## src/rtl/rr_arbiter_lock_pkg.sv

```systemverilog
// Shared definitions for the locking round-robin arbiter:
// FSM state encoding, parameter-sizing helper and a one-hot encoder.
package rr_arbiter_lock_pkg;

    // Arbiter FSM: IDLE (no grant outstanding) or LOCKED (a packet owns the output).
    typedef enum logic {
        ST_IDLE   = 1'b0,
        ST_LOCKED = 1'b1
    } state_t;

    // Widest one-hot vector the encoder below accepts.
    localparam int OH_MAX = 32;

    // Ceiling log2, used for default index widths (returns 0 for values <= 1).
    function automatic int clog2(input int value);
        int result;
        result = 0;
        for (int i = 0; i < 31; i++) begin
            if ((1 << i) < value) begin
                result = i + 1;
            end
        end
        return result;
    endfunction

    // One-hot to binary index. ORing the indices of all set bits keeps this a
    // flat OR tree; the input is guaranteed one-hot (or zero) by the callers.
    function automatic int unsigned oh_to_idx(input logic [0:OH_MAX-1] oh);
        int unsigned idx;
        idx = 0;
        for (int i = 0; i < OH_MAX; i++) begin
            if (oh[i]) begin
                idx = idx | i;
            end
        end
        return idx;
    endfunction

endpackage

```

## src/rtl/rr_fpa_lowfirst.sv

```systemverilog
// Combinational fixed-priority select: returns the lowest set request index
// as a one-hot vector, or all zeros when nothing requests.
module rr_fpa_lowfirst #(
    parameter int N_REQ = 5
) (
    input  logic [0:N_REQ-1] req,
    output logic [0:N_REQ-1] gnt
);

    // Walk from index 0 upward and keep only the first request seen.
    always_comb begin
        logic found;
        gnt   = '0;
        found = 1'b0;
        for (int i = 0; i < N_REQ; i++) begin
            if (req[i] && !found) begin
                gnt[i] = 1'b1;
                found  = 1'b1;
            end
        end
    end

endmodule

```

## src/rtl/rr_arbiter_lock.sv

```systemverilog
// Registered round-robin arbiter with packet lock.
// A winner keeps the output until its tail flit is accepted downstream, then
// the arbiter re-arbitrates in that same cycle (no bubble between packets).
// Optional macro RR_ARB_IDX_EN adds the registered grant_idx_o port.
module rr_arbiter_lock
    import rr_arbiter_lock_pkg::*;
#(
    parameter int N_REQ   = 5,
    parameter int N_REQ_w = clog2(N_REQ)
) (
    input  logic               clk,
    input  logic               rst,
    input  logic [0:N_REQ-1]   req_i,
    input  logic [0:N_REQ-1]   tail_i,
    input  logic               advance_i,
    output logic [0:N_REQ-1]   grant_o,
    output logic               grant_valid_o
`ifdef RR_ARB_IDX_EN
    ,
    output logic [N_REQ_w-1:0] grant_idx_o
`endif
);

    // ------------------------------------------------------------------
    // State
    // ------------------------------------------------------------------
    state_t               state_reg, state_next;
    logic [N_REQ_w-1:0]   ptr_reg, ptr_next;
    logic [0:N_REQ-1]     grant_reg, grant_next;
    logic                 valid_reg, valid_next;
`ifdef RR_ARB_IDX_EN
    logic [N_REQ_w-1:0]   idx_reg, idx_next;
`endif

    // ------------------------------------------------------------------
    // Round-robin winner
    // ------------------------------------------------------------------
    logic [0:N_REQ-1]     ptr_mask;
    logic [0:N_REQ-1]     req_masked;
    logic [0:N_REQ-1]     masked_oh;
    logic [0:N_REQ-1]     unmasked_oh;
    logic [0:N_REQ-1]     winner_oh;
    logic [0:OH_MAX-1]    winner_pad;
    logic [N_REQ_w-1:0]   winner_idx;
    logic                 winner_any;
    logic                 masked_any;
    logic                 tail_hit;
    logic                 rearb;

    // Priority window: indices at or above the pointer are considered first.
    for (genvar gi = 0; gi < N_REQ; gi++) begin : g_mask
        assign ptr_mask[gi] = (N_REQ_w'(gi) >= ptr_reg);
    end

    assign req_masked = req_i & ptr_mask;

    rr_fpa_lowfirst #(
        .N_REQ (N_REQ)
    ) u_fpa_masked (
        .req (req_masked),
        .gnt (masked_oh)
    );

    rr_fpa_lowfirst #(
        .N_REQ (N_REQ)
    ) u_fpa_unmasked (
        .req (req_i),
        .gnt (unmasked_oh)
    );

    // Nothing at/above the pointer means the search wraps to the lowest index.
    assign masked_any = |masked_oh;
    assign winner_oh  = masked_any ? masked_oh : unmasked_oh;
    assign winner_any = |winner_oh;

    // Zero-extend the winner to the encoder's fixed width.
    for (genvar gi = 0; gi < OH_MAX; gi++) begin : g_pad
        if (gi < N_REQ) begin : g_live
            assign winner_pad[gi] = winner_oh[gi];
        end else begin : g_zero
            assign winner_pad[gi] = 1'b0;
        end
    end

    assign winner_idx = N_REQ_w'(oh_to_idx(winner_pad));

    // Only the tail bit of the current owner matters.
    assign tail_hit = |(tail_i & grant_reg);

    // ------------------------------------------------------------------
    // Next-state logic: arbitrate when idle, or when the owner's tail leaves
    // ------------------------------------------------------------------
    always_comb begin
        state_next = state_reg;
        ptr_next   = ptr_reg;
        grant_next = grant_reg;
        valid_next = valid_reg;
`ifdef RR_ARB_IDX_EN
        idx_next   = idx_reg;
`endif
        rearb      = 1'b0;

        case (state_reg)
            ST_IDLE:   rearb = 1'b1;
            ST_LOCKED: rearb = advance_i && tail_hit;
            default:   rearb = 1'b1;
        endcase

        if (rearb) begin
            if (winner_any) begin
                // The pointer already sits one past the old owner, so the
                // releasing requester gets lowest priority this round.
                state_next = ST_LOCKED;
                grant_next = winner_oh;
                valid_next = 1'b1;
                ptr_next   = (winner_idx == N_REQ_w'(N_REQ - 1)) ?
                             '0 : winner_idx + 1'b1;
`ifdef RR_ARB_IDX_EN
                idx_next   = winner_idx;
`endif
            end else begin
                state_next = ST_IDLE;
                grant_next = '0;
                valid_next = 1'b0;
            end
        end
    end

    // State register; reset overrides everything, including an open packet.
    always_ff @(posedge clk) begin
        if (rst) begin
            state_reg <= ST_IDLE;
            ptr_reg   <= '0;
            grant_reg <= '0;
            valid_reg <= 1'b0;
`ifdef RR_ARB_IDX_EN
            idx_reg   <= '0;
`endif
        end else begin
            state_reg <= state_next;
            ptr_reg   <= ptr_next;
            grant_reg <= grant_next;
            valid_reg <= valid_next;
`ifdef RR_ARB_IDX_EN
            idx_reg   <= idx_next;
`endif
        end
    end

    assign grant_o       = grant_reg;
    assign grant_valid_o = valid_reg;
`ifdef RR_ARB_IDX_EN
    assign grant_idx_o   = idx_reg;
`endif

endmodule

```

## config.mk

```make
export PLATFORM = sky130hd
export DESIGN_NAME = rr_arbiter_lock
export DESIGN_NICKNAME = d
export VERILOG_FILES = /design/src/rtl/rr_arbiter_lock_pkg.sv /design/src/rtl/rr_fpa_lowfirst.sv /design/src/rtl/rr_arbiter_lock.sv
export SDC_FILE = /design/constraint.sdc
export NUM_CORES = 1
export LEC_CHECK = 0
export CORE_MARGIN = 1.5
export CORE_UTILIZATION = 51
export DETAILED_ROUTE_END_ITERATION = 16
export HOLD_SLACK_MARGIN = 0.1
export MAX_ROUTING_LAYER = met4
export PLACE_DENSITY = 0.82
export SYNTH_ARGS = -nofsm -noshare
export SYNTH_HDL_FRONTEND = slang
export SYNTH_SLANG_ARGS = --single-unit
```

## constraint.sdc

```tcl
create_clock -name clk -period 4.2 [get_ports clk]
set_clock_uncertainty 0.1 [all_clocks]
set_input_delay 0.84 -clock clk [delete_from_list [all_inputs] [get_ports clk]]
set_output_delay 0.84 -clock clk [all_outputs]
set_load 0.01 [all_outputs]
```

==> summary.txt <==
Outcome
  – Status: complete, no violations

Pwr
  – Leakage power: 0.377 nW
  – Maximum VDD drop: 0.347 mV
  – Pwr dens: 480 nW/um2

Route
  – Routed vias: 708
  – Top Metal Used: met4
  – DR WL/cell: 14.5 um
  – TritonRoute pass-1 iters: 5
  – DRT iter0 DRCs: 17
  – WL final: 1730 um
  – Residual DRC: 0
  – Routed vias/inst: 5.95
  – Post-route ant nets: 0
  – Wl on met1: 772 um
  – Met3 WL post-DR: 59 um
  – Met2 WL: 884 um

Clocking
  – TritonCTS clock tree: built
  – Clock latency on the worst-skew pair: 0.26 ns
  – Hold buffers post-CTS: 0
  – CTS max path bufs: 2
  – Clock root cell: clkbuf_4
  – Post-CTS sizing: 0
  – CTS buffer count: 3
  – Post-CTS setup buffers: 0
  – CTS H-tree lvls: 1
  – CTS Sinks: 9
  – Clock transition at the registers of the reported paths: 0.06 ns

Global route
  – Global route overflow: 0
  – Vias in the first global route: 627
  – Largest net degree at the start of global routing: 13
  – First-pass GRT wire length: 2470 um
  – Antenna violations before repair: 0
  – All-Layer GR Usage: 22.8%

Synth
  – Synth unique cells: 40
  – Synthesized instance count: 86
  – Post-Syn Area: 747 um2
  – Leading register cell type out of synthesis: dfxtp_1
  – Asr flop ratio synth: 0%
  – Syn avg cell area: 8.69 um2
  – Yosys reg bits: 9
  – Yosys warning total: 0
  – Number of synthesized flops with an enable pin: 0
  – Synthesized net count: 101
  – Post-synthesis sequential area ratio: 24.1%

Die
  – # IOs: 19
  – Core area: 1330 um2
  – Number of placement rows: 13
  – Starting density of the core: 56.0%
  – Die Ht: 41.3 um
  – Die ar.: 1700 um2
  – Die width: 41.3 um

Setup path
  – CP Data Arrival Time: 3.23 ns
  – CP Max Fanout: 7
  – Setup CP Type: in2reg
  – Worst path required time: 4.29 ns
  – Crit end category: flip-flop
  – CP Launch Type: input pin

Placement
  – Post-place setup slack: 0.820 ns
  – Gpl congestion: 0.764
  – Port bufs: 18
  – HPWL after DPL: 1350 um

Finish
  – Share of cells above drive strength 1: 12.5%
  – Nets@finish: 120
  – Post-layout util: 70.9%
  – Layout overhead on the synthesized area: 26.6%
  – Max reg flops: 5
  – # diodes: 0
  – Filler cell count: 112

STA
  – Hold slack: 0.385 ns
  – RSZ-0062 raised after global routing: no
  – Fin. max-slew vios: 0
  – Min Tclk post-route: 3.14 ns
  – Max Clk Rate: 319 MHz
  – Tcrit/Tclk final: 74.6%
  – PnR worst setup slack: 1.06 ns
  – Final setup viols: 0
  – Least-Margin Pin Slew: 0.628 ns
  – Endpoints failing hold: 0
  – Setup TNS: 0 ns
  – Worst rel slew slack: 58.1%

Job
  – Max cap viols: 0

Min path
  – HP Class: reg2reg
==> layout by cell type, fill, tap and decap left out, types with 2 or more instances in the layout <==
cell | netlist | final
a21oi_1 | 3 | 3
nor2_1 | 14 | 14
or2b_1 | 2 | 2
dfxtp_1 | 9 | 9
a211oi_1 | 2 | 2
mux2i_1 | 7 | 7
inv_1 | 5 | 5
nand2_1 | 5 | 5
clkbuf_4 | 0 | 3
clkdlybuf4s50_1 | 0 | 18
nor4_1 | 4 | 4
ha_1 | 2 | 2
nand3_1 | 3 | 3
==> area by class of cell <==
cell class                 count  area [um2]  share of cell area (%)
timing repair buffer          18         180                    19.0
inverter                       5        18.8                    1.98
clock buffer                   4        26.3                    2.78
tap                           15        18.8                    1.98
multi-input combinational     68         522                    55.2
sequential                     9         180                    19.0
==> worst max-delay path: stages <==
cell,delay [ns]
clkdlybuf4s50_1,0.52
and4bb_1,0.28
or3_1,0.40
a21boi_4,0.23
a31o_1,0.18
inv_1,0.06
ha_1,0.19
nand2_1,0.07
or3b_1,0.34
mux2i_1,0.12
==> stage by stage <==
step,total power [mW],std cells,instance area (um2)
after CTS,0.456,119,946
after global placement,0.381,115,920
final,0.454,119,946
after global routing,0.487,119,946
after floorplan,0.331,86,747
after detailed placement,0.388,115,920
==> kinds of logic after synthesis <==
group / Yosys count / share of synthesized area, %
compound gates: 19 / 25.0
fa+ha+maj: 2 / 3.35
buf+inv: 9 / 6.03
flops: 9 / 24.1
mux: 9 / 12.9
simple gates: 38 / 28.6
==> Yosys cell counts, drive strengths merged (2+ instances only) <==
cell    instances  area [um2]
nand2           5        18.8
mux2i           7        70.1
ha              2        25.0
or2b            2        15.0
a211oi          2        15.0
mux2            2        26.3
or3b            2        20.0
clkbuf          2        7.51
nor2           14        52.6
inv             5        18.8
nand3           3        15.0
dfxtp           9         180
buf             2        18.8
a21oi           4        23.8
nor4            4        25.0
==> power by group <==
group          leakage (nW)  internal [mW]  switching (mW)
Combinational         0.288          0.127           0.121
Clock                0.0150         0.0366          0.0297
Sequential           0.0738          0.106          0.0336
Total                 0.377          0.270           0.185
==> path summary, 6_finish.rpt <==
check,end,slack [ns],depth (start not counted),startpoint
max,ptr_reg[0],1.06,10,req_i[4]
min,grant_o[2],0.38,2,grant_o[2]
max reg2reg,ptr_reg[0],1.54,9,ptr_reg[2]
min reg2reg,grant_o[2],0.38,2,grant_o[2]
==> routing by layer <==
| layer | vias up | track usage (%) |
|---|---|---|
| met5 | - | - |
| met4 | 0 | 12.1 |
| met3 | 2 | 1.63 |
| met2 | 14 | 39.5 |
| met1 | 330 | 25.8 |
| li1 | 362 | - |
Power figures use the tool's default switching activity.
